File: src/rtl/game_tick_scheduler.sv
// game_tick_scheduler: game FSM (IDLE/PLAY/PAUSE/OVER), score-rate prescaler, BCD score with
// level tracking, and an obstacle spawn scheduler whose gap shrinks as the level rises.
// Optional feature macro: HISCORE_EN adds a best-score register and the hiscore_bcd output.
module game_tick_scheduler #(
    parameter int unsigned CLK_HZ   = 27000000,
    parameter int unsigned SCORE_HZ = 9,
    parameter int unsigned BASE_GAP = 16,
    parameter int unsigned MIN_GAP  = 4
) (
    input  logic        clk,
    input  logic        rst_n,
    input  logic        start,
    input  logic        pause,
    input  logic        collision,
    output logic        score_tick,
    output logic        obstacle_tick,
    output logic [15:0] score_bcd,
    output logic [2:0]  level,
    output logic [1:0]  state,
    output logic        game_over
`ifdef HISCORE_EN
    ,
    output logic [15:0] hiscore_bcd
`endif
);

    localparam int unsigned DIV = CLK_HZ / SCORE_HZ;
    localparam int unsigned PW  = $clog2(DIV);
    localparam int unsigned GW  = $clog2(BASE_GAP + 1);

    typedef enum logic [1:0] {
        StIdle  = 2'd0,
        StPlay  = 2'd1,
        StPause = 2'd2,
        StOver  = 2'd3
    } state_e;

    state_e          state_q, state_d;
    logic [PW-1:0]   pre_q, pre_d;
    logic [GW-1:0]   gap_q, gap_d;
    logic [15:0]     score_q, score_d;
    logic [2:0]      level_q, level_d;
    logic            score_tick_q, score_tick_d;
    logic            obstacle_tick_q, obstacle_tick_d;
    logic            game_over_q, game_over_d;
    int              gap_target;

    // BCD +1 with per-digit carry; caller handles saturation at 9999.
    function automatic logic [15:0] bcd_inc(input logic [15:0] v);
        logic [15:0] r;
        logic        c;
        r = v;
        c = 1'b1;
        for (int i = 0; i < 4; i++) begin
            if (c) begin
                if (r[4*i +: 4] == 4'd9) begin
                    r[4*i +: 4] = 4'd0;
                end else begin
                    r[4*i +: 4] = r[4*i +: 4] + 4'd1;
                    c = 1'b0;
                end
            end
        end
        return r;
    endfunction

    // Spawn gap for the current (pre-update) level, floored at MIN_GAP.
    always_comb begin
        gap_target = int'(BASE_GAP) - 2 * int'(level_q);
        if (gap_target < int'(MIN_GAP)) begin
            gap_target = int'(MIN_GAP);
        end
    end

    // Next-state: FSM transitions, prescaler, score/level and spawn scheduling.
    always_comb begin
        state_d         = state_q;
        pre_d           = pre_q;
        gap_d           = gap_q;
        score_d         = score_q;
        level_d         = level_q;
        score_tick_d    = 1'b0;
        obstacle_tick_d = 1'b0;
        unique case (state_q)
            StIdle, StOver: begin
                if (start) begin
                    state_d = StPlay;
                    pre_d   = '0;
                    gap_d   = '0;
                    score_d = '0;
                    level_d = '0;
                end
            end
            StPlay: begin
                if (collision) begin
                    // Collision wins over a coincident terminal count: no tick, score frozen.
                    state_d = StOver;
                end else begin
                    if (pause) begin
                        state_d = StPause;
                    end
                    if (pre_q == PW'(DIV - 1)) begin
                        // Entering PAUSE at terminal count holds DIV-1 so the tick fires on resume.
                        if (!pause) begin
                            pre_d        = '0;
                            score_tick_d = 1'b1;
                            if (score_q != 16'h9999) begin
                                score_d = bcd_inc(score_q);
                                if (score_q[7:0] == 8'h99 && level_q != 3'd7) begin
                                    level_d = level_q + 3'd1;
                                end
                            end
                            // >= also catches a counter left above a target that just shrank.
                            if (int'(gap_q) >= gap_target - 1) begin
                                obstacle_tick_d = 1'b1;
                                gap_d           = '0;
                            end else begin
                                gap_d = gap_q + GW'(1);
                            end
                        end
                    end else begin
                        pre_d = pre_q + PW'(1);
                    end
                end
            end
            StPause: begin
                if (!pause) begin
                    state_d = StPlay;
                end
            end
            default: state_d = StIdle;
        endcase
        game_over_d = (state_d == StOver);
    end

    // State and output registers.
    always_ff @(posedge clk or negedge rst_n) begin
        if (!rst_n) begin
            state_q         <= StIdle;
            pre_q           <= '0;
            gap_q           <= '0;
            score_q         <= '0;
            level_q         <= '0;
            score_tick_q    <= 1'b0;
            obstacle_tick_q <= 1'b0;
            game_over_q     <= 1'b0;
        end else begin
            state_q         <= state_d;
            pre_q           <= pre_d;
            gap_q           <= gap_d;
            score_q         <= score_d;
            level_q         <= level_d;
            score_tick_q    <= score_tick_d;
            obstacle_tick_q <= obstacle_tick_d;
            game_over_q     <= game_over_d;
        end
    end

    assign score_tick    = score_tick_q;
    assign obstacle_tick = obstacle_tick_q;
    assign score_bcd     = score_q;
    assign level         = level_q;
    assign state         = state_q;
    assign game_over     = game_over_q;

`ifdef HISCORE_EN
    logic [15:0] hiscore_q, hiscore_d;

    // Capture a new best score on the PLAY->OVER edge; BCD orders like binary.
    always_comb begin
        hiscore_d = hiscore_q;
        if (state_q == StPlay && state_d == StOver && score_q > hiscore_q) begin
            hiscore_d = score_q;
        end
    end

    // Best-score register; only reset clears it.
    always_ff @(posedge clk or negedge rst_n) begin
        if (!rst_n) begin
            hiscore_q <= '0;
        end else begin
            hiscore_q <= hiscore_d;
        end
    end

    assign hiscore_bcd = hiscore_q;
`endif

endmodule

File: config.mk
export PLATFORM = sky130hd
export DESIGN_NAME = game_tick_scheduler
export DESIGN_NICKNAME = d
export VERILOG_FILES = /design/src/rtl/game_tick_scheduler.sv
export SDC_FILE = /design/constraint.sdc
export NUM_CORES = 1
export LEC_CHECK = 0
export ABC_AREA = 1
export ABC_CLOCK_PERIOD_IN_PS = 7000
export CAP_MARGIN = 20
export CORE_MARGIN = 10
export CORE_UTILIZATION = 37
export CTS_CLUSTER_DIAMETER = 80
export DETAILED_ROUTE_END_ITERATION = 10
export PLACE_DENSITY = 0.52
export REMOVE_ABC_BUFFERS = 1
export SETUP_SLACK_MARGIN = 0.05
export SKIP_CTS_REPAIR_TIMING = 1
export SYNTH_ARGS = -nofsm -noshare
export SYNTH_HDL_FRONTEND = slang
export SYNTH_SLANG_ARGS = --single-unit
File: constraint.sdc
create_clock -name clk -period 7 [get_ports clk]
set_clock_uncertainty 0.05 [all_clocks]
set_input_delay 0.7 -clock clk [delete_from_list [all_inputs] [get_ports clk]]
set_output_delay 0.7 -clock clk [all_outputs]
set_load 0.03 [all_outputs]
==> results_dict.tcl, run 1 <==
set metrics [dict create \
    place_area_mm2 0.00398 \
    cts_tree "built" \
    timing.rr.end "pre_q[6]" \
    tns_ps 0 \
    num_antenna_cells 0 \
    syn_area_mm2 0.00360 \
    grt_pass1_vias 3129 \
    use_met1_pct 17.7 \
    maxCapViolCount 0 \
    dpl.hpwl_um 6470 \
    p_per_area_mw_per_mm2 331 \
    clk_path_buf_depth 2 \
    final_cell_mix "168 x nand2_1, 63 x nor2_1, 51 x dfrtp_1" \
    fp.dieArea_mm2 0.0141 \
    die_w_um 119 \
    crit_required_ps 7140 \
    wl_per_cell_um 13.5 \
    finalHoldViolCount 0 \
    syn_area_per_cell_um2 7.07 \
    core_mm2 0.00937 \
    synth_cells 509 \
    ant_nets 0 \
    endpoint_kind "flop" \
    internal_power_w 0.000668 \
    clock_latency_ps 310 \
    p_sw_share_pct 50.7 \
    clk_pin_slew_ps 100 \
    synth_edf_count 0 \
    start_kind "flop" \
    grt_pass1_wl_um 15600 \
    layout-drive-gt1-share_pct 7.09 \
    routed_wl_um 9010 \
    first_pass_iters 4 \
    portBuffers 28 \
    start_util_pct 38.4 \
    post_drt_via_cell_ratio 4.93 \
    fmax_mhz 358 \
    final_common_cell "nand2_1" \
    p_leak_nw 1.98 \
    rsz0062_at_grt "false" \
    gp_congestion 0.871 \
    ff2ff_setup_slack_ps 4210 \
    io_pins 29 \
    cts-buffers-inserted 5 \
    rows 35 \
    synth_ff_type "dfrtp_1" \
    peakVddDrop_uv 205 \
    finalCritPeriodShare_pct 39.9 \
    synthArstFlopShare_pct 100 \
    yosysWarnings 0 \
    synthDistinctLibCells 31 \
    worst-path-max-fanout 34 \
    drt-initial-drc-count 278 \
    vias 3278 \
    path_class "flop to flop" \
    synth-seq-area-share_pct 35.5 \
    grt_overflow 0 \
    grt_util_all_layers_pct 13.0 \
    seqPwrFrac_pct 29.7 \
    clock-sinks 51 \
    hold_class "input pin to asynchronous set/reset pin" \
    grt.met3_usage_pct 2.71 \
    period_needed_ps 2790 \
    design_area_mm2 0.00409 \
    use_met2_pct 20.7 \
    areaGrowthSynthToFinish_pct 13.7 \
    pwr-share-comb_pct 54.6 \
    htree_levels 2 \
    cts-root-buf "clkbuf_8" \
    arrival_ps 2930 \
    outcome "finished, final reports clean" \
    reg2reg_depth 10 \
    timing.rr.start "state[1]" \
    drc 0 \
    grt_busiest_layer "met2" \
    ys_ff_latch 51 \
    nets 560 \
    setup_violations 0 \
    grt_max_degree 52 \
    p_switching_w 0.000688 \
    p_clk_share_pct 15.6 \
    antenna_found_initial 0 \
    tightest_slew_ps 776 \
    slew_headroom_pct 48.1 \
    drv_slew 0 \
    dieHeight_um 119 \
]
[stage by stage]
step	hold slack [ps]	setup WS (ps)	power, W	cells	util [%]
floorplan	354	4190	0.000907	498	-
global placement	448	4020	0.00115	657	42.5
detailed placement	457	3970	0.00116	657	42.5
CTS	483	4160	0.00138	665	43.7
global route	518	3870	0.00149	665	43.7
finish	468	4210	0.00136	665	43.7
[critical path, cell delays in order, from the launching register on]
cell	delay (ps)
dfrtp_1	420
inv_1	90
ha_1	130
buf_4	360
o21ai_2	130
nor2_4	230
nand2_2	130
nand2_1	600
inv_2	330
nand2_1	120
o21ai_1	70
[Yosys cell counts, drive strengths merged, types with 2 or more instances]
library cell  instances  area (um2)
xor2                 18         158
ha                   20         250
nand4                18         113
clkbuf                2        7.51
nor4                  4        25.0
xnor2                 5        43.8
or2                   2        12.5
dfrtp                51        1280
nor2                 71         302
inv                  51         191
o21ai                20         111
buf                   9        62.6
nand3                47         265
a21oi                 7        46.3
nand2               173         662
nor3                  7        35.0
[routing by layer]
metal  up-vias  share of wire, %
li1       1687                 -
met1      1529                49
met2        57                46
met3         5               5.1
met4         0              0.64
met5         -                 0
[power by group through the flow]
stage / Clock [W] / Sequential [W] / Combinational, W
2_1_floorplan: 0 / 0.000474 / 0.000433
3_3_place_gp: 0 / 0.000409 / 0.000741
3_5_place_dp: 0 / 0.000410 / 0.000750
4_1_cts: 0.000225 / 0.000404 / 0.000755
5_1_grt: 0.000233 / 0.000415 / 0.000846
6_report: 0.000212 / 0.000403 / 0.000741
[cell type report]
type	count	area, um2
Clock buffer	5	68.8
Clock inverter	3	43.8
Fill cell	999	5280
Inverter	51	191
Multi-Input combinational cell	396	2060
Sequential cell	51	1280
Tap cell	129	161
Timing Repair Buffer	30	290
[kinds of logic (layout without fill, tap and decap cells)]
group | count (synthesis) | count (layout) | synth area share (%)
XOR/XNOR | 23 | 23 | 5.60
AND/OR/NAND/NOR | 323 | 323 | 39.5
AO/OA/AOI/OAI | 30 | 30 | 5.18
flip-flops | 51 | 51 | 35.5
adder cells (fa/ha/maj) | 20 | 20 | 6.96
buffers and inverters | 62 | 89 | 7.27
[worst max-delay path by stage]
| stage | endpoint | cells after the start | startpoint |
|---|---|---|---|
| after floorplan | pre_q[17] | 9 | state[1] |
| after detailed placement | pre_q[17] | 9 | collision |
| final | pre_q[6] | 10 | state[1] |
| after CTS | pre_q[6] | 10 | state[1] |
| after global routing | pre_q[5] | 10 | state[1] |
| after global placement | pre_q[2] | 9 | collision |
[sequential cells by signal, summed over array words and instances, names as in the netlist]
name and count:
state 2, gap_q 5, pre_q 22, game_over 1, obstacle_tick 1, score_tick 1, level 3, score_bcd 16
(Power assumes the default switching activity.)
==> inputs of run 2 (changes only) <==
- ABC_CLOCK_PERIOD_IN_PS: 7000 -> 2700
- clock period: 7 -> 2.7 ns (I/O delays scaled with it)
==> run 2 against run 1 <==
  * Sequential power increased to 2.6 times the previous value
  * Sequential cell count unchanged
  * Global-route usage about the same
  * Clock-buffer cell count increased by 2
  * Critical endpoint is now gap_q[2]
==> results_dict.tcl, run 2 (synthesis results as in run 1) <==
set metrics [dict create \
    endpoint "gap_q[2]" \
    slowest_delay_ps 430 \
    cp_slowest_cell "dfrtp_1" \
    clock-sinks 51 \
    cp_common_cell "inv_1" \
    regMostFlops "pre_q" \
    grt_util_all_layers_pct 13.1 \
    path_cells "inv_1, ha_2, xnor2_2, inv_1, a21o_1, or2_2, inv_1, ha_4, ha_4, nand2_2, a21oi_2, nor2_4, nand2_1, nand2_1" \
    grt_busiest_layer "met2" \
    ff2ff_setup_slack_ps 180 \
    htree_levels 2 \
    final_common_cell "nand2_1" \
    tightest_slew_ps 618 \
    nets 567 \
    design_area_mm2 0.00418 \
    rsz0062_at_grt "true" \
    grt_max_degree 21 \
    timing.rr.end "gap_q[2]" \
    io_pins 29 \
    cts-buffers-inserted 5 \
    final_cell_mix "166 x nand2_1, 62 x nor2_1, 51 x dfrtp_1" \
    layout-drive-gt1-share_pct 9.76 \
    cp.depth 14 \
    areaGrowthSynthToFinish_pct 16.2 \
    place_area_mm2 0.00401 \
    arrival_ps 2680 \
    grt_overflow 0 \
    core_mm2 0.00937 \
    drv_slew 0 \
    first_pass_iters 4 \
    dpl.cell_count 661 \
    p_per_area_mw_per_mm2 869 \
    slew_headroom_pct 58.8 \
    vias 3221 \
    use_met1_pct 18.2 \
    clk_path_buf_depth 2 \
    cts-root-buf "clkbuf_8" \
    routed_wl_um 9140 \
    worst-path-max-fanout 5 \
    fin_cells 672 \
    largest_reg_flops 22 \
    fill_cells 979 \
    fmax_mhz 396 \
    finalHoldViolCount 0 \
    crit_buf_inv 3 \
    p_leak_nw 2.00 \
    antenna_found_initial 0 \
    startpoint "level[1]" \
    start_kind "flop" \
    portBuffers 28 \
    post_drt_via_cell_ratio 4.79 \
    outcome "finished, final reports clean" \
    grt.met3_usage_pct 2.52 \
    drt-initial-drc-count 228 \
    reg2reg_depth 14 \
    dpl.hpwl_um 6860 \
    wl_per_cell_um 13.6 \
    path_class "flop to flop" \
    die_w_um 119 \
    period_needed_ps 2520 \
    num_antenna_cells 0 \
    ant_nets 0 \
    endpoint_kind "flop" \
    finalCritPeriodShare_pct 93.5 \
    clk_pin_slew_ps 100 \
    timing.rr.start "level[1]" \
    crit_required_ps 2860 \
    setup_violations 0 \
    grt_pass1_wl_um 15600 \
    dieHeight_um 119 \
    hold_class "input pin to asynchronous set/reset pin" \
    drc 0 \
    gp_congestion 0.921 \
    clock_latency_ps 300 \
    grt_pass1_vias 3087 \
    critical-path-top-delay-family "adder cells" \
    peakVddDrop_uv 536 \
    fp.dieArea_mm2 0.0141 \
    rows 35 \
    start_util_pct 38.4 \
    cts_tree "built" \
    use_met2_pct 20.5 \
    maxCapViolCount 0 \
    power_w 0.00363 \
]
-- run 2: where the power goes --
| part | internal [W] | switching, W |
|---|---|---|
| combinational | 0.000723 | 0.00143 |
| sequential | 0.000881 | 0.000158 |
| clock | 0.000183 | 0.000259 |
-- run 2: worst min-delay path by stage --
stage | endpoint | slack [ps] | startpoint | cells past startpoint
2_1_floorplan | game_over | -80 | rst_n | 0
3_3_place_gp | pre_q[3] | 170 | rst_n | 1
3_5_place_dp | pre_q[3] | 170 | rst_n | 1
4_1_cts | pre_q[3] | -170 | rst_n | 1
5_1_grt | pre_q[2] | 410 | rst_n | 2
6_report | pre_q[2] | 360 | rst_n | 2
-- run 2: layer usage --
layer	share of wire (%)	wire, um
met1	50	4600
met2	46	4190
met3	3.4	310
met4	0.43	39
met5	0	0
-- run 2: metrics by stage --
step	setup TNS [ps]	util (%)	setup slack [ps]	hold WS (ps)
4_1_cts	0	43.6	144	-166
2_1_floorplan	-1550	-	-106	-75.6
3_3_place_gp	0	42.8	253	170
5_1_grt	-4.60	44.6	-4.60	407
3_5_place_dp	0	42.8	185	167
6_report	0	44.6	176	364
-- run 2: worst register-to-register path, delay by kind of cell, from the launching register on --
kind                     cells  cell delay, ps
adder cells (fa/ha/maj)      3             650
AND/OR/NAND/NOR              5             480
flip-flops                   1             430
AO/OA/AOI/OAI                2             390
buffers and inverters        3             240
XOR/XNOR                     1             190
-- run 2: layout make-up --
type                            instances  area, um2  area share [%]
Clock buffer                            7       76.3            1.83
Clock inverter                          1       5.00           0.120
Inverter                               51        191            4.58
Multi-Input combinational cell        396       2120            50.8
Sequential cell                        51       1280            30.5
Tap cell                              129        161            3.86
Timing Repair Buffer                   37        345            8.26
==> inputs of run 3 (changes only) <==
- CORE_MARGIN: 10 -> 2
==> run 3 against run 2 <==
  * Clock-buffer cell count unchanged
  * Sequential share of layout area increased by 0.46 points
  * Critical path depth unchanged
  * Global-route usage increased by 5.0 points
  * Clock power increased by 0.9%
  * Final cell count decreased by 0.15%
  * Register-to-register slack improved by 40 ps
  * Final area decreased by 1.5%
  * Core utilization decreased by 0.46 points
  * Largest power group unchanged
  * Sequential power about the same
  * Combinational power decreased by 5%
  * Via count increased by 2.0%
==> results_dict.tcl, run 3 (synthesis results as in run 1) <==
set metrics [dict create \
    rows 35 \
    period_needed_ps 2480 \
    multiInputGateArea_mm2 0.00207 \
    final_util_pct 44.1 \
    grt_util_all_layers_pct 18.0 \
    grt_overflow 0 \
    rsz0062_at_grt "false" \
    endpoint_kind "flop" \
    wl_per_cell_um 13.2 \
    dieHeight_um 103 \
    peakVddDrop_uv 735 \
    grt_max_degree 31 \
    start_kind "flop" \
    p_clk_share_pct 12.7 \
    start_util_pct 38.6 \
    regMostFlops "pre_q" \
    slew_headroom_pct 57.8 \
    final_common_cell "nand2_1" \
    layout-drive-gt1-share_pct 7.93 \
    fp.dieArea_mm2 0.0105 \
    fin_cells 671 \
    cts-buffers-inserted 5 \
    setup_violations 0 \
    drt-initial-drc-count 165 \
    crit_required_ps 2860 \
    drv_slew 0 \
    clock-sinks 51 \
    p_per_area_mw_per_mm2 855 \
    grt_pass1_wl_um 15100 \
    clk_path_buf_depth 2 \
    clock_latency_ps 310 \
    pwr-share-comb_pct 57.8 \
    regArea_mm2 0.00128 \
    cts-root-buf "clkbuf_8" \
    internal_power_w 0.00171 \
    core_mm2 0.00933 \
    maxCapViolCount 0 \
    dpl.hpwl_um 6530 \
    cts_tree "built" \
    p_switching_w 0.00181 \
    setup_ws_ps 219 \
    worst-path-max-fanout 4 \
    p_leak_nw 2.00 \
    largest_reg_flops 22 \
    arrival_ps 2640 \
    clk_pin_slew_ps 100 \
    num_antenna_cells 0 \
    grt_pass1_vias 3123 \
    hold_class "input pin to asynchronous set/reset pin" \
    fill_cells 997 \
    outcome "finished, final reports clean" \
    place_ws_ps 185 \
    dpl.cell_count 661 \
    finalHoldViolCount 0 \
    final_cell_mix "168 x nand2_1, 62 x nor2_1, 51 x dfrtp_1" \
    tightest_slew_ps 633 \
    vias 3285 \
    antenna_found_initial 0 \
    die_w_um 103 \
    portBuffers 28 \
    fmax_mhz 403 \
    path_class "flop to flop" \
    io_pins 29 \
    drc 0 \
    ant_nets 0 \
    nets 566 \
    tns_ps 0 \
    routed_wl_um 8860 \
    htree_levels 2 \
    post_drt_via_cell_ratio 4.90 \
    finalCritPeriodShare_pct 91.9 \
    areaGrowthSynthToFinish_pct 14.5 \
    p_sw_share_pct 51.4 \
    seqPwrFrac_pct 29.5 \
    power_w 0.00352 \
    first_pass_iters 4 \
    gp_congestion 0.841 \
]
## run 3: cell count changes in the layout (fill, tap and decap cells not counted), sizes merged
cell / before / now
buf: 9 / 8
## run 3: critical path: stages, from the launching register on
cell and delay [ps]:
dfrtp_1 390, inv_1 50, ha_1 210, xnor2_2 180
inv_1 90, a21o_1 180, or2_2 270, inv_1 60
ha_1 220, ha_1 270, nand2_1 60, a21oi_1 160
nor2_2 80, nand2_1 70, nand2_1 50
## run 3: path summary, 6_finish.rpt
path,to,startpoint,cells after the start,slack [ps]
worst max-delay path,gap_q[4],level[1],14,220
worst min-delay path,score_bcd[15],rst_n,2,390
worst max register to register,gap_q[4],level[1],14,220
worst min register to register,pre_q[1],pre_q[1],2,470
max in group asynchronous,pre_q[7],rst_n,3,1550
min in group clk,pre_q[1],pre_q[1],2,470
## run 3: power by group through the flow
stage	logic [W]	clock network [W]	registers, W
2_1_floorplan	0.00112	0	0.00123
3_3_place_gp	0.00198	0	0.00105
3_5_place_dp	0.00202	0	0.00106
4_1_cts	0.00202	0.000468	0.00104
5_1_grt	0.00228	0.000501	0.00106
6_report	0.00204	0.000446	0.00104
## run 3: cell type report
cell class	instances	area share [%]
clock inverter	1	0.122
timing repair buffer	36	8.20
tap	129	3.92
multi-input combinational	396	50.3
clock buffer	7	1.85
inverter	51	4.65
sequential	51	31.0
## run 3: metrics by stage
| stage | hold WS [ps] | area (um2) |
|---|---|---|
| finish | 393 | 4120 |
| global route | 435 | 4120 |
| CTS | -130 | 4090 |
| detailed placement | 208 | 4010 |
| global placement | 208 | 4010 |
| floorplan | -75.6 | 3530 |
## run 3: per-layer routing
layer | GRT usage (%) | vias to the layer above | wire length (um)
met5 | 0 | - | 0
met4 | 4.62 | 0 | 70
met3 | 1.90 | 6 | 262
met2 | 29.1 | 51 | 4060
met1 | 25.9 | 1534 | 4470
li1 | - | 1694 | -
